==> config.mk <==
export PLATFORM = sky130hd
export DESIGN_NAME = apb_slave_regfile
export DESIGN_NICKNAME = d
export VERILOG_FILES = /design/src/rtl/apb_pkg.sv /design/src/rtl/apb_regfile_mem.sv /design/src/rtl/apb_slave_regfile.sv
export SDC_FILE = /design/constraint.sdc
export NUM_CORES = 1
export LEC_CHECK = 0
export BUFFER_PORTS_ARGS = -buffer_cell sky130_fd_sc_hd__clkbuf_2
export CORE_MARGIN = 2
export CORE_UTILIZATION = 60
export CTS_BUF_LIST = sky130_fd_sc_hd__clkbuf_8
export DETAILED_ROUTE_END_ITERATION = 8
export PLACE_DENSITY = 0.8
export SKIP_CTS_REPAIR_TIMING = 1
export SLEW_MARGIN = 40
export SYNTH_ARGS = -nofsm -noshare
export SYNTH_HDL_FRONTEND = slang
export SYNTH_SLANG_ARGS = --single-unit
==> constraint.sdc <==
create_clock -name PCLK -period 8.3 [get_ports PCLK]
set_clock_uncertainty 0.2 [all_clocks]
set_input_delay 2.075 -clock PCLK [delete_from_list [all_inputs] [get_ports PCLK]]
set_output_delay 2.075 -clock PCLK [all_outputs]
set_load 0.01 [all_outputs]
==> src/rtl/apb_pkg.sv <==
`default_nettype none
// ============================================================================
// Module      : apb_pkg
// Description : Shared APB definitions: completer FSM state encoding, default
//               bus widths, and process opcodes common with the APB master.
// Revision    : 1.0 - initial release
// ============================================================================
package apb_pkg;

  // Completer transfer states
  typedef enum logic [1:0] {
    ST_IDLE = 2'd0,
    ST_WAIT = 2'd1,
    ST_ACK  = 2'd2
  } apb_state_e;

  localparam int APB_ADDR_WIDTH = 32;
  localparam int APB_DATA_WIDTH = 32;

  // Opcodes shared with apb_master_interface
  localparam logic [6:0] OP_LOAD  = 7'b0000011;
  localparam logic [6:0] OP_STORE = 7'b0100011;

endpackage
`default_nettype wire

==> src/rtl/apb_regfile_mem.sv <==
`default_nettype none
// ============================================================================
// Module      : apb_regfile_mem
// Description : DEPTH x DATA_WIDTH register array with byte-enable synchronous
//               write, synchronous clear and combinational read by index.
// Revision    : 1.0 - initial release
// ============================================================================
module apb_regfile_mem
  import apb_pkg::*;
#(
  parameter int DEPTH      = 16,
  parameter int DATA_WIDTH = APB_DATA_WIDTH,
  parameter int STRB_WIDTH = DATA_WIDTH / 8,
  parameter int IDX_W      = $clog2(DEPTH)
) (
  input  logic                  clk,
  input  logic                  rst,
  input  logic                  i_we,
  input  logic [IDX_W-1:0]      i_idx,
  input  logic [DATA_WIDTH-1:0] i_wdata,
  input  logic [STRB_WIDTH-1:0] i_strb,
  output logic [DATA_WIDTH-1:0] o_rdata
);

  logic [DATA_WIDTH-1:0] r_mem [DEPTH];

  // Clear all registers on reset; otherwise update only the enabled byte lanes
  always_ff @(posedge clk) begin
    if (rst) begin
      for (int k = 0; k < DEPTH; k++) begin
        r_mem[k] <= '0;
      end
    end else if (i_we) begin
      for (int b = 0; b < STRB_WIDTH; b++) begin
        if (i_strb[b]) begin
          r_mem[i_idx][8*b +: 8] <= i_wdata[8*b +: 8];
        end
      end
    end
  end

  // Combinational read port
  always_comb begin
    o_rdata = r_mem[i_idx];
  end

endmodule
`default_nettype wire

==> src/rtl/apb_slave_regfile.sv <==
`default_nettype none
// ============================================================================
// Module      : apb_slave_regfile
// Description : APB4 completer with DEPTH x DATA_WIDTH registers, programmable
//               wait states, byte-lane writes and registered PREADY/PRDATA.
//               Optional error response enabled by APB_SLAVE_REGFILE_PSLVERR_EN.
// Revision    : 1.0 - initial release
// ============================================================================
module apb_slave_regfile
  import apb_pkg::*;
#(
  parameter int          ADDR_WIDTH  = APB_ADDR_WIDTH,
  parameter int          DATA_WIDTH  = APB_DATA_WIDTH,
  parameter int          STRB_WIDTH  = DATA_WIDTH / 8,
  parameter int          DEPTH       = 16,
  parameter int unsigned BASE_ADDR   = 4000,
  parameter int          WAIT_CYCLES = 0
) (
  input  logic                  PCLK,
  input  logic                  PRESET,
  input  logic                  PSEL,
  input  logic                  PENABLE,
  input  logic                  PWRITE,
  input  logic [ADDR_WIDTH-1:0] PADDR,
  input  logic [DATA_WIDTH-1:0] PWDATA,
  input  logic [STRB_WIDTH-1:0] PSTRB,
  input  logic [2:0]            PPROT,
  output logic                  PREADY,
  output logic [DATA_WIDTH-1:0] PRDATA,
  output logic                  PSLVERR
);

  localparam int                    c_IDX_W     = $clog2(DEPTH);
  localparam logic [3:0]            c_WAIT_LOAD = (WAIT_CYCLES == 0) ? 4'd0 : 4'(WAIT_CYCLES - 1);
  localparam logic [ADDR_WIDTH-1:0] c_BASE      = ADDR_WIDTH'(BASE_ADDR);
  localparam logic [ADDR_WIDTH-1:0] c_SPAN      = ADDR_WIDTH'(DEPTH * 4);

  apb_state_e            r_state;
  apb_state_e            w_next;
  logic [3:0]            r_cnt;
  logic [ADDR_WIDTH-1:0] r_addr;
  logic                  r_write;
  logic [DATA_WIDTH-1:0] r_wdata;
  logic [STRB_WIDTH-1:0] r_strb;

  logic                  w_setup;
  logic                  w_idle;
  logic [ADDR_WIDTH-1:0] w_cur_addr;
  logic                  w_cur_write;
  logic [DATA_WIDTH-1:0] w_cur_wdata;
  logic [STRB_WIDTH-1:0] w_cur_strb;
  logic [ADDR_WIDTH-1:0] w_offset;
  logic                  w_in_range;
  logic [c_IDX_W-1:0]    w_idx;
  logic                  w_enter_ack;
  logic                  w_err;
  logic                  w_we;
  logic [DATA_WIDTH-1:0] w_rdata;
  logic                  w_unused;

  assign w_setup = PSEL && !PENABLE;
  assign w_idle  = (r_state == ST_IDLE);

  // A zero-wait transfer reaches ACK straight from the setup edge, before the
  // holding registers are loaded, so the live bus is used while in IDLE.
  assign w_cur_addr  = w_idle ? PADDR  : r_addr;
  assign w_cur_write = w_idle ? PWRITE : r_write;
  assign w_cur_wdata = w_idle ? PWDATA : r_wdata;
  assign w_cur_strb  = w_idle ? PSTRB  : r_strb;

  assign w_offset   = w_cur_addr - c_BASE;
  assign w_in_range = (w_offset < c_SPAN);
  assign w_idx      = w_offset[c_IDX_W+1:2];

`ifdef APB_SLAVE_REGFILE_PSLVERR_EN
  assign w_err = !w_in_range || (w_cur_write && (w_cur_strb == '0));
`else
  assign w_err = 1'b0;
`endif

  assign w_enter_ack = (w_next == ST_ACK) && (r_state != ST_ACK);
  assign w_we        = w_enter_ack && w_cur_write && w_in_range && !w_err;

  // Protection attributes and untranslated offset bits have no function here
  assign w_unused = ^{PPROT, w_offset};

  apb_regfile_mem #(
    .DEPTH      (DEPTH),
    .DATA_WIDTH (DATA_WIDTH),
    .STRB_WIDTH (STRB_WIDTH),
    .IDX_W      (c_IDX_W)
  ) u_mem (
    .clk     (PCLK),
    .rst     (PRESET),
    .i_we    (w_we),
    .i_idx   (w_idx),
    .i_wdata (w_cur_wdata),
    .i_strb  (w_cur_strb),
    .o_rdata (w_rdata)
  );

  // Next-state decode: setup starts a transfer, deselect in WAIT aborts it
  always_comb begin
    w_next = r_state;
    case (r_state)
      ST_IDLE: if (w_setup) w_next = (WAIT_CYCLES == 0) ? ST_ACK : ST_WAIT;
      ST_WAIT: begin
        if (!PSEL)              w_next = ST_IDLE;
        else if (r_cnt == 4'd0) w_next = ST_ACK;
      end
      ST_ACK:  w_next = ST_IDLE;
      default: w_next = ST_IDLE;
    endcase
  end

  // State register
  always_ff @(posedge PCLK) begin
    if (PRESET) r_state <= ST_IDLE;
    else        r_state <= w_next;
  end

  // Wait counter and capture of the request at the setup edge
  always_ff @(posedge PCLK) begin
    if (PRESET) begin
      r_cnt   <= 4'd0;
      r_addr  <= '0;
      r_write <= 1'b0;
      r_wdata <= '0;
      r_strb  <= '0;
    end else if (w_idle && w_setup) begin
      r_cnt   <= c_WAIT_LOAD;
      r_addr  <= PADDR;
      r_write <= PWRITE;
      r_wdata <= PWDATA;
      r_strb  <= PSTRB;
    end else if ((r_state == ST_WAIT) && PSEL && (r_cnt != 4'd0)) begin
      r_cnt <= r_cnt - 4'd1;
    end
  end

  // Registered response: one-cycle PREADY, read data held between reads
  always_ff @(posedge PCLK) begin
    if (PRESET) begin
      PREADY  <= 1'b0;
      PRDATA  <= '0;
      PSLVERR <= 1'b0;
    end else begin
      PREADY  <= w_enter_ack;
      PSLVERR <= w_enter_ack && w_err;
      if (w_enter_ack && !w_cur_write) begin
        PRDATA <= (w_in_range && !w_err) ? w_rdata : '0;
      end
    end
  end

endmodule
`default_nettype wire

==> run metrics <==
final hold violation count 0; Starting Density 60.95%; Design Power 6.576 mW; peak supply drop 141.4 uV; Die Span X 227.2 um; Yosys Warn Count 0; Routed wire per std cell 25.01 um; Pwr Density 202.7 mW/mm^2; Async S/R FF share, synth 0%; final worst path period share 69.90%; Data arrival, critical path 5.95 ns; Finished Layout Cells 3411; largest net degree at the start of global routing 200; setup_tns 0 ns; Placer Congestion 0.8807; GRT overflow 0; clock share of power 36.1%; Post-synth EDFFs 512; number of H-tree levels 3; startpoint types input port; Reg power frac 52.8%; area delta synth->final 8.500%; clock sink count 618; Vias 23940; gr usage total 33.06%; clk_lat worst skew 0.74 ns; Via density 7.018; Core Area 0.04905 mm^2; initial antenna violation count 2; Top FF cell, synth edfxtp_1; Setup CP Type in2reg; pre-CTS WS 1.893 ns; xor/xnor cell area share of the yosys netlist 0.2344%; Mapped Nets 2788; max-cap violation count 0; DR pass1 iterations 7; I/O Pins 110; Initial DRC Count 3526; Root Buffer clkbuf_8; critical path peak fanout 33; Critical Path RT 8.45 ns; Crit. End Element flop; Max-Slew Margin vs Limit 38.30%; Comb pwr share 11.1%; combinational family with the most area after synthesis simple AND/OR/NAND/NOR gates; CTS tree done; final setup margin 2.498 ns; Simple-Gate Fraction of Synth Area 22.07%; Final Cell Area 0.03244 mm^2; actual slew at the worst max-slew pin 0.9255 ns; Lkg Pwr 11.05 nW; Seq cells post-synth 618; layout cell share with drive strength beyond 1 14.25%; fillers 3595; Clock Tree Buf Depth 3; Avg Cell Area, Syn 11.03 um^2; Seq/Total Area, Yosys 58.52%; residual DRC count 0; internal cell power 4.809 mW; Slew Limit Fails 0; DPL Wire Length 51140 um; Synth Area in Adders 0.08370%; maximum clock rate 172.4 MHz; die height 227.2 um; worst min-delay path category reg2reg; min Tclk post-route 5.802 ns; RSZ-0062 raised after global routing no; placed cells 3230; final setup vio count 0; num rows 81; Num CTS Buffers 97; fin util 66.13%; vias in the first global route 22930; Net count, final 2745; Sw Ratio 26.88%; mux cell area share after synthesis 6.755%; status finished, final reports clean; hold_ws 0.2483 ns; PortBufs 103; placed inst area 0.03063 mm^2; antenna viol nets, final 0; Synth cell types 60; Synth Area in Compound Gates 7.320%; area of the mapped netlist 0.02990 mm^2; Post-Syn Instances 2710; first-pass GRT wire length 129300 um; clock-pin slew on the worst setup and hold paths 0.06 ns; Die ar. 0.05163 mm^2; final wirelength 85300 um; switching power 1.768 mW
==> cell usage after synthesis (2+ instances only) <==
cell      instances  share of area [%]
xnor2_1           6               0.18
a21oi_1         106                1.8
a31oi_1           2              0.042
buf_6            26               0.98
o21ai_0           6               0.10
nor2_1           39               0.49
xor2_1            2              0.059
edfxtp_1        512                 51
nor2b_1           2              0.042
nand2_1         623                7.8
a22oi_1          35               0.88
o31ai_1          34               0.85
clkbuf_1        168                2.1
nor2_2            3              0.063
nor4_2            4               0.17
nand4_1          42               0.88
nand3b_1          2              0.050
nor3_1          155                2.6
a41o_1           65                2.2
buf_2            77                1.3
and3_1            4              0.084
ha_1              2              0.084
nor4b_1           2              0.059
buf_4            14               0.35
buf_1            18               0.23
o211ai_1          3              0.075
nand3_1          72                1.2
nand4b_1          2              0.059
or3_1             6               0.13
inv_1             3              0.038
dfxtp_1         106                7.1
a32oi_1          32               0.94
mux2_2            4               0.15
mux2i_1          51                1.7
o21ai_1           4              0.067
nor4_1          390                8.2
mux4_2           65                4.9
==> area by class of cell <==
| type | instances | area [um^2] | share of cell area [%] |
|---|---|---|---|
| Timing Repair Buffer | 161 | 1187 | 3.660 |
| Inverter | 4 | 15.01 | 0.04629 |
| Antenna cell | 3 | 7.507 | 0.02314 |
| Tap cell | 664 | 830.8 | 2.561 |
| Clock inverter | 70 | 287.8 | 0.8871 |
| Sequential cell | 618 | 17500 | 53.94 |
| Multi-Input combinational cell | 1785 | 11150 | 34.39 |
| Clock buffer | 106 | 1459 | 4.497 |
==> critical path, stage by stage <==
cell	delay (ns)
clkbuf_2	0.12
nand2_1	0.06
nand2_1	0.14
inv_2	0.10
ha_1	0.26
nand4b_1	0.15
mux2i_1	0.10
o21ai_1	0.32
nand4_1	0.32
xnor2_1	0.24
o32ai_4	0.50
and2_2	0.73
buf_12	0.28
a41o_1	0.53
==> layout by cell type, fill, tap and decap left out, drive strengths merged, types with 2 or more instances in the layout <==
cell / netlist / final
nand4: 42 / 42
nand2: 624 / 624
xnor2: 6 / 6
mux2i: 51 / 51
a22oi: 35 / 35
and3: 4 / 4
mux4: 65 / 65
o211ai: 3 / 3
dfxtp: 106 / 106
nand4b: 2 / 2
nor4: 394 / 394
nor4b: 2 / 2
o21ai: 10 / 10
or3: 6 / 6
a41o: 65 / 65
diode: 0 / 3
ha: 2 / 2
a32oi: 32 / 32
nand3: 72 / 72
xor2: 2 / 2
nor3: 155 / 155
a31oi: 2 / 2
clkbuf: 168 / 209
nor2: 42 / 42
a21oi: 106 / 106
o31ai: 35 / 35
mux2: 4 / 4
inv: 4 / 51
edfxtp: 512 / 512
buf: 135 / 58
nor2b: 2 / 2
nand3b: 2 / 2
clkinv: 0 / 22
==> final timing paths <==
kind / cells after the start / slack [ns] / endpoint / startpoint
worst max-delay path: 14 / 2.50 / u_mem.r_mem[14][3] / PADDR[5]
worst min-delay path: 2 / 0.25 / PRDATA[8] / PRDATA[8]
worst min register to register: 2 / 0.25 / PRDATA[8] / PRDATA[8]
worst max register to register: 12 / 2.73 / u_mem.r_mem[14][3] / r_state[0]
==> cells by family after synthesis <==
group	Yosys count
compound gates	298
xor+xnor	8
fa+ha+maj	2
buf+inv	307
flops	618
mux	120
other cells	1
simple gates	1356
==> per-layer routing <==
metal | vias to the layer above | global-route usage, % | wire length, um
li1 | 10420 | - | -
met1 | 11340 | 43.89 | 30500
met2 | 1879 | 50.16 | 38900
met3 | 298 | 9.757 | 12280
met4 | 0 | 16.02 | 3622
met5 | - | 0 | 0
==> power by group through the flow <==
stage	sequential [mW]	clock (mW)	combinational (mW)
global placement	3.53	0	0.666
global route	3.48	2.50	0.762
floorplan	3.52	0	0.462
finish	3.47	2.37	0.729
CTS	3.47	2.37	0.700
detailed placement	3.54	0	0.697
==> registers in the layout, indices dropped and copies added (netlist names), 2 cells and up <==
register and cells:
r_state 2, r_cnt 4, PRDATA 32, u_mem.r_mem 512
r_strb 4, r_wdata 32, r_addr 30
(Power assumes the default switching activity.)
